<file path="src/rtl/quad_pkg.sv">
// quad_pkg -- shared definitions for the quadrature decoder.
//   phase_t   : {a,b} phase-state encoding, Gray-ordered for the up sequence
//   UP / DOWN : direction encoding reported on up_down
//   phase_fwd / phase_rev : neighbouring phase in the up / down direction
package quad_pkg;

  typedef enum logic [1:0] {
    PH_00 = 2'b00,
    PH_01 = 2'b01,
    PH_11 = 2'b11,
    PH_10 = 2'b10
  } phase_t;

  localparam logic UP   = 1'b1;
  localparam logic DOWN = 1'b0;

  // Up sequence: 00 -> 01 -> 11 -> 10 -> 00
  function automatic phase_t phase_fwd(input phase_t ph);
    case (ph)
      PH_00:   return PH_01;
      PH_01:   return PH_11;
      PH_11:   return PH_10;
      default: return PH_00;
    endcase
  endfunction

  // Down sequence is the reverse: 00 -> 10 -> 11 -> 01 -> 00
  function automatic phase_t phase_rev(input phase_t ph);
    case (ph)
      PH_00:   return PH_10;
      PH_10:   return PH_11;
      PH_11:   return PH_01;
      default: return PH_00;
    endcase
  endfunction

endpackage

</file>
<file path="src/rtl/quad_filter.sv">
// quad_filter -- synchronizer chain plus glitch filter for one quadrature channel.
//   clk  : clock (rising edge)
//   rst  : synchronous active-high reset
//   din  : asynchronous raw input
//   dout : filtered level; follows din only after it has differed for FILT_LEN
//          consecutive synchronized samples
//   vld  : high once the filtered level has been seeded after reset
module quad_filter #(
  parameter int SYNC_STAGES = 2,
  parameter int FILT_LEN    = 3
) (
  input  logic clk,
  input  logic rst,
  input  logic din,
  output logic dout,
  output logic vld
);

  localparam int RUN_W   = (FILT_LEN    < 2) ? 1 : $clog2(FILT_LEN + 1);
  localparam int PRIME_W = $clog2(SYNC_STAGES + 1);

  logic [SYNC_STAGES-1:0] sync_p0;
  logic                   sync_out;
  logic                   filt_p1;
  logic                   vld_p1;
  logic [RUN_W-1:0]       run_cnt;
  logic [PRIME_W-1:0]     prime_cnt;

  assign sync_out = sync_p0[SYNC_STAGES-1];
  assign dout     = filt_p1;
  assign vld      = vld_p1;

  always_ff @(posedge clk) begin
    if (rst) begin
      sync_p0   <= '0;
      filt_p1   <= 1'b0;
      vld_p1    <= 1'b0;
      run_cnt   <= '0;
      prime_cnt <= '0;
    end else begin
      // stage p0: metastability synchronizer
      sync_p0 <= {sync_p0[SYNC_STAGES-2:0], din};

      // stage p1: glitch filter
      if (!vld_p1) begin
        // After reset the filtered level is seeded straight from the synchronizer
        // once the chain holds real samples, so a non-zero input level at reset
        // release never looks like a transition from 00.
        run_cnt <= '0;
        if (prime_cnt == PRIME_W'(SYNC_STAGES)) begin
          filt_p1 <= sync_out;
          vld_p1  <= 1'b1;
        end else begin
          prime_cnt <= prime_cnt + PRIME_W'(1);
        end
      end else if (sync_out != filt_p1) begin
        if (run_cnt == RUN_W'(FILT_LEN - 1)) begin
          filt_p1 <= sync_out;
          run_cnt <= '0;
        end else begin
          run_cnt <= run_cnt + RUN_W'(1);
        end
      end else begin
        run_cnt <= '0;
      end
    end
  end

endmodule

</file>
<file path="src/rtl/quad_decoder.sv">
// quad_decoder -- quadrature encoder decoder with filtered inputs and position count.
//   clk      : clock (rising edge)
//   rst      : synchronous active-high reset
//   a, b     : asynchronous quadrature phase inputs
//   en       : count enable (transitions still tracked when low)
//   clr      : synchronous clear of count and err_flag
//   count    : position, modulo 2^CNT_W
//   up_down  : last valid direction (1 = up)
//   step     : one-cycle pulse per counted transition
//   err      : one-cycle pulse on an illegal (two-bit) transition
//   err_flag : sticky error until clr or rst
module quad_decoder
  import quad_pkg::*;
#(
  parameter int CNT_W       = 8,
  parameter int SYNC_STAGES = 2,
  parameter int FILT_LEN    = 3
) (
  input  logic             clk,
  input  logic             rst,
  input  logic             a,
  input  logic             b,
  input  logic             en,
  input  logic             clr,
  output logic [CNT_W-1:0] count,
  output logic             up_down,
  output logic             step,
  output logic             err,
  output logic             err_flag
);

  logic   a_f, b_f;
  logic   a_vld, b_vld;
  phase_t cur_ph;
  phase_t phase_p2;
  logic   init_p2;

  quad_filter #(.SYNC_STAGES(SYNC_STAGES), .FILT_LEN(FILT_LEN)) u_filt_a (
    .clk  (clk),
    .rst  (rst),
    .din  (a),
    .dout (a_f),
    .vld  (a_vld)
  );

  quad_filter #(.SYNC_STAGES(SYNC_STAGES), .FILT_LEN(FILT_LEN)) u_filt_b (
    .clk  (clk),
    .rst  (rst),
    .din  (b),
    .dout (b_f),
    .vld  (b_vld)
  );

  assign cur_ph = phase_t'({a_f, b_f});

  always_ff @(posedge clk) begin
    if (rst) begin
      count    <= '0;
      up_down  <= DOWN;
      step     <= 1'b0;
      err      <= 1'b0;
      err_flag <= 1'b0;
      phase_p2 <= PH_00;
      init_p2  <= 1'b1;
    end else begin
      // stage p2: phase comparison and counting
      step <= 1'b0;
      err  <= 1'b0;
      if (init_p2) begin
        // First seeded sample only establishes the reference phase.
        if (a_vld && b_vld) begin
          phase_p2 <= cur_ph;
          init_p2  <= 1'b0;
        end
      end else if (cur_ph != phase_p2) begin
        phase_p2 <= cur_ph;
        if (cur_ph == phase_fwd(phase_p2)) begin
          up_down <= UP;
          if (en) begin
            count <= count + CNT_W'(1);
            step  <= 1'b1;
          end
        end else if (cur_ph == phase_rev(phase_p2)) begin
          up_down <= DOWN;
          if (en) begin
            count <= count - CNT_W'(1);
            step  <= 1'b1;
          end
        end else begin
          err      <= 1'b1;
          err_flag <= 1'b1;
        end
      end
      // clr overrides any count/flag update from this same cycle.
      if (clr) begin
        count    <= '0;
        err_flag <= 1'b0;
      end
    end
  end

endmodule

</file>
<file path="config.mk">
export PLATFORM = sky130hd
export DESIGN_NAME = quad_decoder
export DESIGN_NICKNAME = d
export VERILOG_FILES = /design/src/rtl/quad_pkg.sv /design/src/rtl/quad_filter.sv /design/src/rtl/quad_decoder.sv
export SDC_FILE = /design/constraint.sdc
export NUM_CORES = 1
export LEC_CHECK = 0
export ABC_AREA = 1
export CORE_MARGIN = 2
export CORE_UTILIZATION = 54
export DETAILED_ROUTE_END_ITERATION = 16
export GPL_ROUTABILITY_DRIVEN = 0
export PLACE_DENSITY = 0.74
export SLEW_MARGIN = 20
export SYNTH_ARGS = -nofsm -noshare
export SYNTH_HDL_FRONTEND = slang
export SYNTH_SLANG_ARGS = --single-unit
</file>
<file path="constraint.sdc">
create_clock -name clk -period 3 [get_ports clk]
set_clock_uncertainty 0.1 [all_clocks]
set_input_delay 0.3 -clock clk [delete_from_list [all_inputs] [get_ports clk]]
set_output_delay 0.3 -clock clk [all_outputs]
set_load 0.02 [all_outputs]
</file>
==> flow_summary_export.csv <==
group,metric,value,unit
synthesis,syn_area_per_cell,7.66,µm²
layout,ff_latch_area,621,µm²
clock_network,numClockSinks,31,
floorplan,core,0.00273,mm²
power,irDropWorstVdd,0.544,mV
clock_network,cts_buffers,5,
synthesis,synth_top_area_cell,"dfxtp_1",
global_route,antenna_found_initial,0,
clock_network,h-tree-depth,2,
route,drc_errors,0,
critical_path,critPathLaunchType,"flip-flop",
synthesis,seq_area_frac_synth,40.1,%
power,p_per_area,696,mW/mm²
route,top_layer_used,"met4",
clock_network,root_buffer,"clkbuf_4",
route,route.met3.wl,107,µm
global_route,grt_pass1_wl,4600,µm
layout,layout-area-overhead-vs-synth,17.9,%
floorplan,placementRows,19,
sta,tightest_slew,0.493,ns
clock_network,cts_tree,"yes",
route,ant_nets,0,
synthesis,yosys_warnings,0,
critical_path,arrival,2.44,ns
critical_path,r2r_start,"u_filt_a.dout$_SDFFE_PP0P_",
sta,slew_viol_final,0,
job,max_cap_violations,0,
synthesis,syn_inst,202,
global_route,grt.total_usage,18.0,%
place,place_ws,0.677,ns
hold_path,hold_class,"flip-flop to flip-flop",
route,wl_met1,1310,µm
clock_network,post_cts_resized,0,
floorplan,ios,18,
global_route,grt_max_degree,13,
clock_network,clk_pin_slew,0.10,ns
floorplan,start_util,56.6,%
sta,fin_crit,2.32,ns
critical_path,crit_required,3.11,ns
synthesis,yosysTopAreaCellShare,40.1,%
sta,final-setup-viol-count,0,
clock_network,cts_buffer_depth,2,
route,avgViaCountPerCell,4.95,
route,dr.pass1.iters,4,
route,vias,1267,
layout,fillers,237,
place,io_buffers,17,
critical_path,worstSetupPathType,"flip-flop to flip-flop",
synthesis,syn_nets,220,
synthesis,synth-seq-cells,31,
global_route,overflow,0,
critical_path,cp-end-kind,"flip-flop",
floorplan,die-area,0.00331,mm²
synthesis,synthTopCellsByArea,"dfxtp_1, ha_1, nor2_1",
hold_path,hp-start,"u_filt_b.sync_p0[0]$_SDFF_PP0_",
sta,fmax,0.431,GHz
floorplan,die-width,57.5,µm
sta,rsz0062_at_grt,"no",
layout,fin_nets,243,
layout,drive_gt1_share,9.78,%
layout,diodes,0,
sta,setup_ws,0.678,ns
route,drt_wl_total,2670,µm
sta,final_hold_viol_count,0,
layout,multi_input_area,806,µm²
clock_network,clk_latency,0.32,ns
route,drt_iter0_drc,30,
critical_path,crit_fanout,11,
clock_network,postCtsSetupBuffers,0,
clock_network,hold_buffers,0,
route,wl_met2,1200,µm
synthesis,syn_area,0.00155,mm²
power,finalPower,1.27,mW
route,wire_per_inst,10.4,µm
sta,period_share,77.4,%
power,p_leak,0.828,nW
global_route,grt_pass1_vias,1080,
synthesis,synthDistinctLibCells,23,
sta,totalNegativeSetupSlack,0,ns
critical_path,cp-startpoint,"u_filt_a.dout$_SDFFE_PP0P_",
sta,slew_headroom,67.0,%
floorplan,die_y,57.5,µm
place,dp_hpwl,2100,µm
status,outcome,"finished, final reports clean",
==> worst paths after layout <==
check                                   endpoint  slack [ns]  depth (start not counted)
setup / recovery           count[6]$_SDFFE_PP0P_        0.68                         12
hold / removal    u_filt_b.sync_p0[1]$_SDFF_PP0_        0.31                          2
setup reg to reg           count[6]$_SDFFE_PP0P_        0.68                         12
hold reg to reg   u_filt_b.sync_p0[1]$_SDFF_PP0_        0.31                          2
==> synth_stat cells <==
library cell / instances
a21oi_1: 14
a21oi_2: 2
clkbuf_1: 1
clkinv_2: 1
dfxtp_1: 31
fa_1: 1
ha_1: 11
inv_1: 27
inv_2: 3
nand2_1: 33
nand2_2: 4
nand2_4: 3
nand3_1: 7
nand3_4: 1
nor2_1: 34
nor2_8: 1
o211ai_1: 1
o21ai_0: 9
o21ai_1: 8
o21ai_2: 1
or2_1: 1
xnor2_1: 5
xor2_1: 3
==> worst max-delay path, stage by stage, from the launching register on <==
cell	delay, ns
dfxtp_1	0.41
inv_1	0.09
nand2_1	0.08
nand2_2	0.08
nand2_2	0.22
inv_1	0.11
fa_1	0.41
o21ai_0	0.28
nand3_1	0.13
nand2_1	0.08
nand2_1	0.04
a21oi_1	0.13
nor2_1	0.05
==> state kept, by name, summed over array words and instances (netlist names), 2 cells and up <==
register	cells
phase_p2	2
u_filt_b.run_cnt	2
u_filt_a.sync_p0	2
u_filt_a.run_cnt	2
u_filt_a.prime_cnt	2
count	8
u_filt_b.prime_cnt	2
u_filt_b.sync_p0	2
==> cell type report <==
| type | count | share of cell area [%] |
|---|---|---|
| Inverter | 31 | 6.45 |
| Tap cell | 31 | 2.13 |
| Timing Repair Buffer | 17 | 9.33 |
| Multi-Input combinational cell | 139 | 44.2 |
| Sequential cell | 31 | 34.0 |
| Clock buffer | 6 | 2.26 |
| Clock inverter | 1 | 1.65 |
==> power by group <==
group          internal (mW)  leakage [nW]  switching, mW
clock network          0.172        0.0383          0.132
registers              0.463         0.252         0.0360
logic                  0.172         0.537          0.296
total                  0.806         0.828          0.464
==> logic make-up after synthesis <==
group                    after synthesis  synth area share, %
AND/OR/NAND/NOR                       84                 25.1
adder cells (fa/ha/maj)               12                 10.2
flip-flops                            31                 40.1
buffers and inverters                 32                 7.84
AO/OA/AOI/OAI                         35                 12.2
XOR/XNOR                               8                 4.53
==> routing by layer <==
| layer | GRT usage, % | up-vias |
|---|---|---|
| li1 | - | 677 |
| met1 | 23.8 | 560 |
| met2 | 28.1 | 24 |
| met3 | 4.99 | 6 |
| met4 | 6.98 | 0 |
| met5 | 0 | - |
==> layout by cell type, fill, tap and decap left out, types with 2 or more instances in the layout <==
master	netlist	final
nand2_4	3	3
a21oi_2	2	2
nand2_1	33	33
inv_2	3	3
ha_1	11	11
a21oi_1	14	14
dfxtp_1	31	31
nand3_1	7	7
nor2_1	34	34
nand2_2	4	4
clkbuf_4	0	5
xor2_1	3	3
inv_1	27	27
xnor2_1	5	5
o21ai_0	9	9
o21ai_1	8	8
clkdlybuf4s50_1	0	17
==> per-stage QoR <==
| stage | hold slack (ns) | utilization, % | instances | cell area, µm² |
|---|---|---|---|---|
| detailed placement | 0.295 | 64.1 | 249 | 1750 |
| CTS | 0.308 | 66.7 | 256 | 1820 |
| floorplan | 0.288 | - | 202 | 1550 |
| global placement | 0.293 | 64.1 | 249 | 1750 |
| global route | 0.326 | 66.7 | 256 | 1820 |
| finish | 0.307 | 66.7 | 256 | 1820 |
Power figures use the tool's default switching activity.
